## config.mk

```make
export PLATFORM = sky130hd
export DESIGN_NAME = bit_counter_sched_flat
export DESIGN_NICKNAME = d
export VERILOG_FILES = /design/src/rtl/bit_counter_pkg.sv /design/src/rtl/bit_counter_sched_if.sv /design/src/rtl/bit_counter_sched_rr_arbiter2.sv /design/src/rtl/bit_counter_sched.sv /design/src/flat_wrapper.sv
export SDC_FILE = /design/constraint.sdc
export NUM_CORES = 1
export LEC_CHECK = 0
export ABC_AREA = 1
export BUFFER_PORTS_ARGS = -buffer_cell sky130_fd_sc_hd__buf_2
export CAP_MARGIN = 40
export CELL_PAD_IN_SITES_DETAIL_PLACEMENT = 1
export CELL_PAD_IN_SITES_GLOBAL_PLACEMENT = 2
export CORE_MARGIN = 2
export CORE_UTILIZATION = 14
export CTS_BUF_LIST = sky130_fd_sc_hd__clkbuf_2
export DETAILED_ROUTE_END_ITERATION = 10
export PLACE_DENSITY_LB_ADDON = 0.1
export SLEW_MARGIN = 25
export SYNTH_ARGS = -nofsm -noshare
export SYNTH_HDL_FRONTEND = slang
export SYNTH_SLANG_ARGS = --single-unit
```

## constraint.sdc

```tcl
create_clock -name clk -period 2.6 [get_ports clk]
set_clock_uncertainty 0.15 [all_clocks]
set_input_delay 0.26 -clock clk [delete_from_list [all_inputs] [get_ports clk]]
set_output_delay 0.26 -clock clk [all_outputs]
set_load 0.01 [all_outputs]
```

## src/rtl/bit_counter_pkg.sv

```systemverilog
// Shared types and defaults for the bit-counter scheduler slice.
package bit_counter_pkg;

    typedef enum logic [1:0] {
        S_IDLE  = 2'd0,
        S_COUNT = 2'd1,
        S_DONE  = 2'd2
    } state_t;

    localparam int N_REQ      = 2;
    localparam int DATA_W_DEF = 8;
    localparam int RES_W_DEF  = 4;

    function automatic logic [N_REQ-1:0] onehot(input logic id);
        logic [N_REQ-1:0] v;
        v     = '0;
        v[id] = 1'b1;
        return v;
    endfunction

endpackage

```

## src/rtl/bit_counter_sched_if.sv

```systemverilog
// Requester-side job bus: level requests, operands, result valid/ack handshake.
interface bit_counter_sched_if
    import bit_counter_pkg::*;
#(
    parameter int DATA_W = DATA_W_DEF,
    parameter int RES_W  = RES_W_DEF
);
    logic [N_REQ-1:0]  req;
    logic [DATA_W-1:0] A0;
    logic [DATA_W-1:0] A1;
    logic              ack;
    logic [N_REQ-1:0]  grant;
    logic              busy;
    logic              done_valid;
    logic              done_id;
    logic [RES_W-1:0]  count;

    modport master (
        output req, A0, A1, ack,
        input  grant, busy, done_valid, done_id, count
    );

    modport slave (
        input  req, A0, A1, ack,
        output grant, busy, done_valid, done_id, count
    );
endinterface

```

## src/rtl/bit_counter_sched_rr_arbiter2.sv

```systemverilog
// Two-way round-robin pick, favouring the requester that was not served last.
// Latency: combinational; backpressure: none, pointer is held by the caller.
module rr_arbiter2 (
    input  logic [1:0] req,
    input  logic       last,
    output logic       winner,
    output logic       any
);
    always_comb begin
        winner = 1'b0;
        any    = |req;
        case (req)
            2'b01:   winner = 1'b0;
            2'b10:   winner = 1'b1;
            2'b11:   winner = ~last;
            default: winner = 1'b0;
        endcase
    end
endmodule

```

## src/rtl/bit_counter_sched.sv

```systemverilog
// Arbitrates two requesters and sequences the popcount datapath until the operand drains.
// Latency: k+2 cycles from init to done_valid; backpressure: result held until ack.
module bit_counter_sched
    import bit_counter_pkg::*;
#(
    parameter int DATA_W = DATA_W_DEF,
    parameter int RES_W  = RES_W_DEF
)
(
    input  logic              clk,
    input  logic              reset,
    bit_counter_sched_if.slave io,
    input  logic [DATA_W-1:0] A_curr,
    input  logic [RES_W-1:0]  result,
    output logic [DATA_W-1:0] A_load,
    output logic              init_A,
    output logic              init_res,
    output logic              shiftr_A,
    output logic              incr_res
);
    state_t state, nstate;
    logic   owner;
    logic   last;
    logic   winner;
    logic   any;

    rr_arbiter2 u_arb (
        .req    (io.req),
        .last   (last),
        .winner (winner),
        .any    (any)
    );

    always_ff @(posedge clk) begin
        if (reset) begin
            state <= S_IDLE;
            owner <= 1'b0;
            last  <= 1'b1;
        end else begin
            state <= nstate;
            if (state == S_IDLE && any)
                owner <= winner;
            if (state == S_DONE && io.ack)
                last <= owner;
        end
    end

    always_comb begin
        nstate = state;
        case (state)
            S_IDLE:  if (any) nstate = S_COUNT;
            S_COUNT: if (A_curr == '0) nstate = S_DONE;
            S_DONE:  if (io.ack) nstate = S_IDLE;
            default: nstate = S_IDLE;
        endcase
    end

    // Idle strobes and A_load are Mealy on req so the init lands in the request cycle.
    always_comb begin
        init_A        = 1'b0;
        init_res      = 1'b0;
        shiftr_A      = 1'b0;
        incr_res      = 1'b0;
        A_load        = '0;
        io.grant      = '0;
        io.busy       = 1'b0;
        io.done_valid = 1'b0;
        io.done_id    = 1'b0;
        io.count      = '0;
        case (state)
            S_IDLE: begin
                if (any) begin
                    init_A   = 1'b1;
                    init_res = 1'b1;
                    A_load   = winner ? io.A1 : io.A0;
                end
            end
            S_COUNT: begin
                io.grant = onehot(owner);
                io.busy  = 1'b1;
                if (A_curr != '0) begin
                    shiftr_A = 1'b1;
                    incr_res = A_curr[0];
                end
            end
            S_DONE: begin
                io.grant      = onehot(owner);
                io.busy       = 1'b1;
                io.done_valid = 1'b1;
                io.done_id    = owner;
                io.count      = result;
            end
            default: ;
        endcase
    end
endmodule
```

## src/flat_wrapper.sv

```systemverilog
// flat-port wrapper written by rule: the top's interface ports become plain ports
module bit_counter_sched_flat import bit_counter_pkg::*;
#(
    parameter int DATA_W = DATA_W_DEF,
    parameter int RES_W  = RES_W_DEF
)
  (clk, reset, A_curr, result, A_load, init_A, init_res, shiftr_A, incr_res, io_req, io_A0, io_A1, io_ack, io_grant, io_busy, io_done_valid, io_done_id, io_count);
  bit_counter_sched_if #(.DATA_W(DATA_W), .RES_W(RES_W)) io_i ();
  input  logic clk;
  input  logic reset;
  input  logic [DATA_W-1:0] A_curr;
  input  logic [RES_W-1:0] result;
  output logic [DATA_W-1:0] A_load;
  output logic init_A;
  output logic init_res;
  output logic shiftr_A;
  output logic incr_res;
  input wire logic [$bits(io_i.req)-1:0] io_req;
  input wire logic [$bits(io_i.A0)-1:0] io_A0;
  input wire logic [$bits(io_i.A1)-1:0] io_A1;
  input wire logic [$bits(io_i.ack)-1:0] io_ack;
  output wire logic [$bits(io_i.grant)-1:0] io_grant;
  output wire logic [$bits(io_i.busy)-1:0] io_busy;
  output wire logic [$bits(io_i.done_valid)-1:0] io_done_valid;
  output wire logic [$bits(io_i.done_id)-1:0] io_done_id;
  output wire logic [$bits(io_i.count)-1:0] io_count;
  assign io_i.req = io_req;
  assign io_i.A0 = io_A0;
  assign io_i.A1 = io_A1;
  assign io_i.ack = io_ack;
  assign io_grant = io_i.grant;
  assign io_busy = io_i.busy;
  assign io_done_valid = io_i.done_valid;
  assign io_done_id = io_i.done_id;
  assign io_count = io_i.count;
  bit_counter_sched #(.DATA_W(DATA_W), .RES_W(RES_W)) u_core (.clk(clk), .reset(reset), .io(io_i), .A_curr(A_curr), .result(result), .A_load(A_load), .init_A(init_A), .init_res(init_res), .shiftr_A(shiftr_A), .incr_res(incr_res));
endmodule
```

==> results.md, run 1 <==
* Cell area after synthesis at 451.7 um^2
* Seq/Total Area, Yosys at 0.1773
* Clock root buffer: clkbuf_2
* Placed Cells at 180
* Clock-pin slew on the worst setup and hold paths at 0.04 ns
* Hold crit path type: in -> reg
* Ant diodes at 0
* CTS buffer count at 3
* CTS Buffer Depth at 2
* Total gr overflow at 0
* Syn_nets at 121
* Crit path launch: u_core.state[0]$_SDFFE_PP0P_
* DR WL/cell at 9.126 um
* Vias post-DR at 711
* GR Util All Layers at 0.09470
* Max FO, Critical Path at 10
* Cts repair resizes at 0
* Setup repair bufs after CTS at 0
* Max transition margin at 0.8017
* Post-Synthesis Cells at 84
* Number of distinct library cells after synthesis at 12
* Routed WL at 1670 um
* Status: completed
* Setup_tns at 0 ns
* Clk_lat worst skew at 0.20 ns
* Vias in the first global route at 645
* H-tree Lvls at 1
* Max-slew violations at 0
* R2r setup slk at 1.08 ns
* Antenna viol nets, final at 0
* DRC marker count from the first detailed-route iteration at 11
* Fin crit period at 1.967 ns
* DP HPWL at 1467 um
* Nets at 178
* Flops & latches, synth at 4
* First-pass GRT wire length at 2601 um
* Critical Path RT at 2.19 ns
* Syn_area_per_cell at 5.377 um^2
* Arr. time, crit path at 1.56 ns
* CP Class: reg -> out
* Worst r2r dst: u_core.state[0]$_SDFFE_PP0P_
* RSZ-0062 raised after global routing: no
* Footprint of the multi-input gates at 300.3 um^2
* Initial DRT Pass Iterations at 4
* Max Freq at 508.5 MHz
* Vias per cell at 3.885
* DRC at 0
* CTS tree: built
* Core Region at 3053 um^2
* Die Wd at 60.80 um
* Final hold vios at 0
* Sink Count at 4
* Measured slew at the worst slew-check pin at 0.2975 ns
* Largest vdd supply drop at 0.3226 mV
* Total of max-cap violations at 0
* IO Pins at 54
* Cell Rows at 20
* Worst reg2reg startpoint: u_core.state[0]$_SDFFE_PP0P_
* Critical path destination: A_load[1]
* Register area at 80.08 um^2
* Gpl congestion at 0.7002
* Final period utilization at 0.7564
* Path depth of the worst reg2reg path at 6
* Power Density at 745.6 nW/um^2
* Leak Pwr at 0.5178 nW
* Cell Count, Final, Fillers Out at 183
* Layout cells sized above 1 at 0.4245
* Fillers at 438
* Starting Density at 0.1480
* Number of hold buffers added after CTS at 0
* Synth Warn # at 0
* Pin count of the biggest net entering global routing at 11
* Setup violators final at 0
* DIE HEIGHT at 60.80 um
* Initial antenna violation count at 0
* Port Buffer Count at 53
* Crit path launch type: flip-flop
* Die area at 3697 um^2
* Critical path capture point type: output pin
* P&R area growth vs syn at 72.58%
-- layout by cell type, fill, tap and decap left out --
cell type / netlist / final
nand2_1: 18 / 18
nand3_1: 1 / 1
clkbuf_2: 0 / 3
inv_2: 1 / 1
a21oi_1: 4 / 4
o21ai_2: 1 / 1
buf_2: 0 / 53
dfxtp_1: 4 / 4
a22oi_2: 1 / 1
nor2_1: 23 / 23
o21ai_0: 10 / 10
ha_1: 4 / 4
inv_1: 16 / 16
-- Yosys cell counts --
cell type / count / share of area
inv_2: 1 / 0.0083
dfxtp_1: 4 / 0.18
inv_1: 16 / 0.13
o21ai_2: 1 / 0.019
a22oi_2: 1 / 0.028
a21oi_1: 4 / 0.044
nor2_1: 23 / 0.19
buf_4: 1 / 0.017
o21ai_0: 10 / 0.11
nand3_1: 1 / 0.011
nand2_1: 18 / 0.15
ha_1: 4 / 0.11
-- worst min path at each step --
stage	start	depth (start not counted)	slack (ns)	endpoint
after CTS	reset	2	0.10	u_core.owner$_SDFFE_PP0P_
after global placement	u_core.last$_SDFFE_PP1P_	2	0.31	u_core.last$_SDFFE_PP1P_
final	reset	2	0.12	u_core.owner$_SDFFE_PP0P_
after detailed placement	reset	2	0.32	u_core.owner$_SDFFE_PP0P_
after global routing	reset	2	0.09	u_core.owner$_SDFFE_PP0P_
after floorplan	reset	1	0.18	u_core.owner$_SDFFE_PP0P_
-- logic make-up after synthesis --
logic type	Yosys count	synth area share
adder cells (fa/ha/maj)	4	0.1108
AND/OR/NAND/NOR	42	0.3518
buffers and inverters	18	0.1579
AO/OA/AOI/OAI	16	0.2022
flip-flops	4	0.1773
-- sequential cells by signal (all words and copies together), names as in the netlist --
name,count
u_core.last,1
u_core.state,2
u_core.owner,1
-- final cells by class --
| class | instances | share of cell area |
|---|---|---|
| multi-input combinational | 62 | 0.3852 |
| timing repair buffer | 53 | 0.3403 |
| sequential | 4 | 0.1027 |
| inverter | 17 | 0.08186 |
| tap | 44 | 0.07063 |
| clock buffer | 3 | 0.01926 |
-- critical path: stages, from the launching register on --
cell and delay, ns:
dfxtp_1 0.32, inv_1 0.11, ha_1 0.21, o21ai_0 0.13
inv_1 0.21, o21ai_0 0.13, nor2_1 0.11, buf_2 0.14
-- through the flow --
step / hold slack (ns) / area, um^2 / util / power [mW] / setup slack [ns]
after floorplan: 0.1791 / 451.7 / - / 0.3720 / 1.018
after CTS: 0.1007 / 779.5 / 0.2553 / 0.6005 / 0.5594
after detailed placement: 0.3249 / 764.5 / 0.2504 / 0.5408 / 0.8049
final: 0.1187 / 779.5 / 0.2553 / 0.5812 / 0.6333
after global placement: 0.3122 / 764.5 / 0.2504 / 0.5363 / 0.8782
after global routing: 0.09485 / 779.5 / 0.2553 / 0.6627 / 0.4066
-- power by group --
part | switching [mW] | leakage, nW | internal [mW]
Sequential | 0.0128 | 0.0329 | 0.0803
Combinational | 0.257 | 0.472 | 0.176
Clock | 0.0241 | 0.0125 | 0.0310
Total | 0.294 | 0.518 | 0.287
-- layer usage --
layer  GRT usage  vias to the layer above  part of all wire  wire [um]
met5           0                        -                 0          0
met4    0.009317                        0                 0          0
met3     0.04691                        0             0.093        155
met2      0.1567                       27              0.48        796
met1      0.1152                      319              0.43        717
li1            -                      365                 -          -
(Power assumes the default switching activity.)
==> run 2: changes to the inputs <==
--- a/config.mk
+++ b/config.mk
@@ -11,7 +11,7 @@
 export CELL_PAD_IN_SITES_DETAIL_PLACEMENT = 1
 export CELL_PAD_IN_SITES_GLOBAL_PLACEMENT = 2
 export CORE_MARGIN = 2
-export CORE_UTILIZATION = 14
+export CORE_UTILIZATION = 13
 export CTS_BUF_LIST = sky130_fd_sc_hd__clkbuf_2
 export DETAILED_ROUTE_END_ITERATION = 10
 export PLACE_DENSITY_LB_ADDON = 0.1
==> constraint.sdc (replaced) <==
create_clock -name clk -period 1.9 [get_ports clk]
set_clock_uncertainty 0.15 [all_clocks]
set_input_delay 0.19 -clock clk [delete_from_list [all_inputs] [get_ports clk]]
set_output_delay 0.19 -clock clk [all_outputs]
set_load 0.01 [all_outputs]
==> results.md, run 2 (synthesis gave the netlist of run 1 again) <==
* Nets at 180 (+1.1%)
* Final hold vios at 0 (unchanged)
* Clock-pin slew on the worst setup and hold paths at 0.04 ns (about the same)
* Port Buffer Count at 53 (unchanged)
* Vias per cell at 3.840 (-1.2%)
* Top Registers: u_core.state x2, u_core.last x1, u_core.owner x1
* CTS tree: built
* Largest vdd supply drop at 0.3704 mV (+15%)
* IO Pins at 54 (unchanged)
* Power Density at 1087 nW/um^2 (+46%)
* Cell Rows at 21 (+5.0%)
* Clock root buffer: clkbuf_2
* Max transition margin at 0.8069 (+0.005188)
* Die Wd at 62.95 um (+3.5%)
* Core Region at 3337 um^2 (+9.3%)
* R2r setup slk at 0.37 ns (-0.71 ns)
* Gpl congestion at 0.6786 (-3.1%)
* Max reg flops at 2 (unchanged)
* Arr. time, crit path at 1.44 ns (-0.12 ns)
* Setup_tns at 0 ns (unchanged)
* Number of hold buffers added after CTS at 0 (unchanged)
* Fin area at 819.5 um^2 (+5.1%)
* Commonest non-fill, non-tap cell in the layout: buf_2
* DRC marker count from the first detailed-route iteration at 21 (+10)
* H-tree Lvls at 1 (unchanged)
* Cell Count, Final, Fillers Out at 187 (+2.2%)
* Measured slew at the worst slew-check pin at 0.2897 ns (-0.007782 ns)
* DRC at 0 (unchanged)
* Placed Instance Area at 767.0 um^2 (+0.33%)
* Total of max-cap violations at 0 (unchanged)
* Vias post-DR at 718 (+0.98%)
* Placed Cells at 182 (+1.1%)
* Path depth of the worst reg2reg path at 6 (unchanged)
* Critical Path RT at 1.56 ns (-0.63 ns)
* Max Freq at 560.8 MHz
* Clk_lat worst skew at 0.21 ns (about the same)
* DP HPWL at 1504 um (+2.5%)
* Routed WL at 1821 um (+9.0%)
* GR Util All Layers at 0.09163 (-0.003074)
* Setup violators final at 0 (unchanged)
* First-pass GRT wire length at 2932 um (+13%)
* Final period utilization at 0.9384
* DR WL/cell at 9.738 um (+6.7%)
* Leading cell types in the layout, fill and taps excluded: buf_2, nor2_1, nand2_1, inv_1, o21ai_0
* DIE HEIGHT at 62.95 um (+3.5%)
* Die area at 3962 um^2 (+7.2%)
* Initial antenna violation count at 0 (unchanged)
* CP Class: reg -> out
* Leak Pwr at 0.5251 nW (+1.4%)
* Fin crit period at 1.783 ns
* Initial DRT Pass Iterations at 4 (unchanged)
* P&R area growth vs syn at 81.44%
* Antenna viol nets, final at 0 (unchanged)
* CTS Buffer Depth at 2 (unchanged)
* Status: completed
* Max FO, Critical Path at 5 (-5)
* Hold Path Depth at 2 (unchanged)
* Starting Density at 0.1354 (-0.01259)
* Hold crit path type: in -> reg
* Vias in the first global route at 703 (+9.0%)
* Pin count of the biggest net entering global routing at 11 (unchanged)
* Critical path capture point type: output pin
* RSZ-0062 raised after global routing: no
* Crit path launch type: flip-flop
* Reg with most FFs: u_core.state
* Layout cells sized above 1 at 0.4681 (+0.04362)
* Sink Count at 4 (unchanged)
* CTS buffer count at 3 (unchanged)
* Max-slew violations at 0 (unchanged)
* Ant diodes at 0 (unchanged)
* Fillers at 469 (+7.1%)
* Total gr overflow at 0 (unchanged)
==> run 2: stage by stage <==
stage,total power [mW],utilization,hold slack (ns),setup WS [ns]
floorplan,0.5090,-,0.1091,0.3877
global placement,0.7361,0.2298,0.2587,0.2372
detailed placement,0.7386,0.2298,0.2509,0.2088
CTS,0.8258,0.2343,0.02132,0.03122
global route,0.9951,0.2456,0.03801,0.009063
finish,0.8907,0.2456,0.02752,0.1170
==> run 2: repair_timing <==
action                                  4_1_cts  5_1_grt
endpoints found under the setup margin        8        8
cloned                                        0        1
setup buffers                                 0        1
resized for setup                             1        7
==> run 2: final cells by class <==
type	instances	area (um^2)	share of cell area
Multi-Input combinational cell	62	324.1	0.3954
Timing Repair Buffer	54	272.8	0.3328
Sequential cell	4	81.33	0.09924
Inverter	17	63.81	0.07786
Tap cell	46	57.56	0.07023
Clock buffer	3	15.01	0.01832
Timing Repair inverter	1	5.005	0.006107
==> run 2: worst max-delay path, cell delays in order, from the launching register on <==
cell,delay [ns]
dfxtp_2,0.34
inv_1,0.10
ha_4,0.20
o21ai_4,0.08
clkinvlp_2,0.12
buf_4,0.15
o21ai_0,0.07
nor2_1,0.06
buf_2,0.13
==> run 2: worst paths after layout <==
check	startpoint	to
worst max register to register	u_core.state[0]$_SDFFE_PP0P_	u_core.state[0]$_SDFFE_PP0P_
worst min register to register	u_core.last$_SDFFE_PP1P_	u_core.last$_SDFFE_PP1P_
worst min-delay path	reset	u_core.owner$_SDFFE_PP0P_
worst max-delay path	u_core.state[0]$_SDFFE_PP0P_	A_load[7]
==> run 2: routing by layer <==
metal	global-route usage	vias to the layer above	share of wire
li1	-	369	-
met2	0.1609	25	0.49
met5	0	-	0
met1	0.09740	324	0.42
met4	0.02500	0	0
met3	0.04324	0	0.088
==> run 2: report_power, final <==
part | leakage (nW) | switching (mW) | internal [mW]
Sequential | 0.0332 | 0.0190 | 0.112
Clock | 0.0125 | 0.0343 | 0.0423
Combinational | 0.479 | 0.390 | 0.293
==> run 3: changes to the inputs <==
--- a/config.mk
+++ b/config.mk
@@ -10,7 +10,6 @@
 export CAP_MARGIN = 40
 export CELL_PAD_IN_SITES_DETAIL_PLACEMENT = 1
 export CELL_PAD_IN_SITES_GLOBAL_PLACEMENT = 2
-export CORE_MARGIN = 2
 export CORE_UTILIZATION = 13
 export CTS_BUF_LIST = sky130_fd_sc_hd__clkbuf_2
 export DETAILED_ROUTE_END_ITERATION = 10
==> results.md, run 3 (synthesis gave the netlist of run 1 again) <==
* Top Registers: u_core.state x2, u_core.last x1, u_core.owner x1
* CTS Buffer Depth at 2 (unchanged)
* Initial DRT Pass Iterations at 4 (unchanged)
* Total gr overflow at 0 (unchanged)
* Measured slew at the worst slew-check pin at 0.3048 ns (+0.01509 ns)
* Port Buffer Count at 53 (unchanged)
* Min-delay src: reset
* CTS tree: built
* DRC at 0 (unchanged)
* Final period utilization at 0.9346 (-0.003884)
* Core Region at 3337 um^2 (unchanged)
* Clock root buffer: clkbuf_2
* R2r setup slk at 0.37 ns (about the same)
* IO Pins at 54 (unchanged)
* Vias per cell at 3.743 (-2.5%)
* Final Core Density at 0.2460 (+0.0003750)
* Total of max-cap violations at 0 (unchanged)
* Cell Rows at 21 (unchanged)
* Routed WL at 1790 um (-1.7%)
* Final hold vios at 0 (unchanged)
* Layout cells sized above 1 at 0.4752 (+0.007092)
* Largest vdd supply drop at 0.3123 mV (-16%)
* Die Wd at 60.95 um (-3.2%)
* Gpl congestion at 0.6213 (-8.4%)
* DP HPWL at 1464 um (-2.7%)
* Reg with most FFs: u_core.state
* Placed Cells at 182 (unchanged)
* Cell Count, Final, Fillers Out at 187 (unchanged)
* Ant diodes at 0 (unchanged)
* Pin count of the biggest net entering global routing at 11 (unchanged)
* Commonest non-fill, non-tap cell in the layout: buf_2
* Leading cell types in the layout, fill and taps excluded: buf_2, nor2_1, nand2_1, inv_1, o21ai_0
* DIE HEIGHT at 60.95 um (-3.2%)
* Max FO, Critical Path at 5 (unchanged)
* Crit path launch type: flip-flop
* Power Total at 0.8946 mW (+0.44%)
* Worst r2r dst: u_core.state[1]$_SDFFE_PP0P_
* Setup_tns at 0 ns (unchanged)
* Vias post-DR at 700 (-2.5%)
* Status: completed
* First-pass GRT wire length at 2525 um (-14%)
* Fin crit period at 1.776 ns (-0.007379 ns)
* Max Freq at 563.2 MHz (+0.42%)
* Critical path capture point type: output pin
* Hold Path Depth at 2 (unchanged)
* RSZ-0062 raised after global routing: no
* Leak Pwr at 0.5255 nW (about the same)
* Arr. time, crit path at 1.44 ns (about the same)
* CP Class: reg -> out
* Worst reg2reg startpoint: u_core.state[0]$_SDFFE_PP0P_
* Max transition margin at 0.7968 (-0.01006)
* WHS Endpoint: u_core.owner$_SDFFE_PP0P_
* Hold crit path type: in -> reg
* P&R area growth vs syn at 81.72%
* Clk_lat worst skew at 0.21 ns (about the same)
* Sink Count at 4 (unchanged)
* Pre-CTS setup slack at 0.1931 ns (-0.01569 ns)
* GR Util All Layers at 0.09291 (+0.001285)
* Vias in the first global route at 561 (-20%)
* Max reg flops at 2 (unchanged)
* DR WL/cell at 9.572 um (-1.7%)
* Critical Path RT at 1.56 ns (about the same)
* Initial antenna violation count at 0 (unchanged)
* CTS buffer count at 3 (unchanged)
* Antenna viol nets, final at 0 (unchanged)
* H-tree Lvls at 1 (unchanged)
* Max-slew violations at 0 (unchanged)
* Path depth of the worst reg2reg path at 5 (-1)
* Number of hold buffers added after CTS at 0 (unchanged)
* Clock-pin slew on the worst setup and hold paths at 0.05 ns (about the same)
* Starting Density at 0.1354 (unchanged)
* Nets at 180 (unchanged)
* DRC marker count from the first detailed-route iteration at 12 (-43%)
* Final worst setup slack at 0.1243 ns (+0.007379 ns)
* Power Density at 1090 nW/um^2 (+0.29%)
* Setup violators final at 0 (unchanged)
* Die area at 3714 um^2 (-6.3%)
run 3: how the worst max path moves through the flow:
stage,depth (start not counted),startpoint,end,slack (ns)
2_1_floorplan,6,u_core.state[0]$_SDFFE_PP0P_,A_load[0],0.39
3_3_place_gp,7,u_core.state[1]$_SDFFE_PP0P_,A_load[5],0.25
3_5_place_dp,7,u_core.state[1]$_SDFFE_PP0P_,A_load[5],0.19
4_1_cts,7,u_core.state[1]$_SDFFE_PP0P_,A_load[7],0.02
5_1_grt,8,u_core.state[0]$_SDFFE_PP0P_,A_load[6],0.01
6_report,8,u_core.state[0]$_SDFFE_PP0P_,A_load[6],0.12
run 3: what timing repair did:
action | 4_1_cts | 5_1_grt
setup endpoints to repair | 8 | 8
cloned | 0 | 1
gates resized for setup | 1 | 8
setup buffers | 0 | 1
run 3: area by class of cell:
type	instances	area, um^2
Fill cell	475	2516
Timing Repair Buffer	54	272.8
Inverter	17	63.81
Tap cell	46	57.56
Clock buffer	3	15.01
Multi-Input combinational cell	62	324.1
Timing Repair inverter	1	5.005
Sequential cell	4	82.58
run 3: through the flow:
step / cell area, um^2 / hold WS (ns)
final: 820.8 / 0.03651
after global routing: 820.8 / 0.02410
after CTS: 782.0 / 0.02763
after detailed placement: 767.0 / 0.2463
after global placement: 767.0 / 0.2589
after floorplan: 451.7 / 0.1091
run 3: per-layer routing:
| metal | vias to the layer above | global-route usage | wire, um |
|---|---|---|---|
| li1 | 368 | - | - |
| met1 | 309 | 0.1182 | 747 |
| met2 | 23 | 0.1476 | 888 |
| met3 | 0 | 0.04478 | 154 |
| met4 | 0 | 0.009740 | 0 |
| met5 | - | 0 | 0 |
run 3: power breakdown:
group	internal (mW)	switching [mW]	total (mW)
Combinational	0.296	0.386	0.681
Clock	0.0425	0.0375	0.0800
Sequential	0.114	0.0196	0.133
run 3: worst max-delay path: stages, from the launching register on:
cell	delay, ns
dfxtp_2	0.33
inv_1	0.10
ha_4	0.19
o21ai_4	0.08
clkinvlp_2	0.12
buf_4	0.15
o21ai_0	0.07
nor2_1	0.06
buf_2	0.13
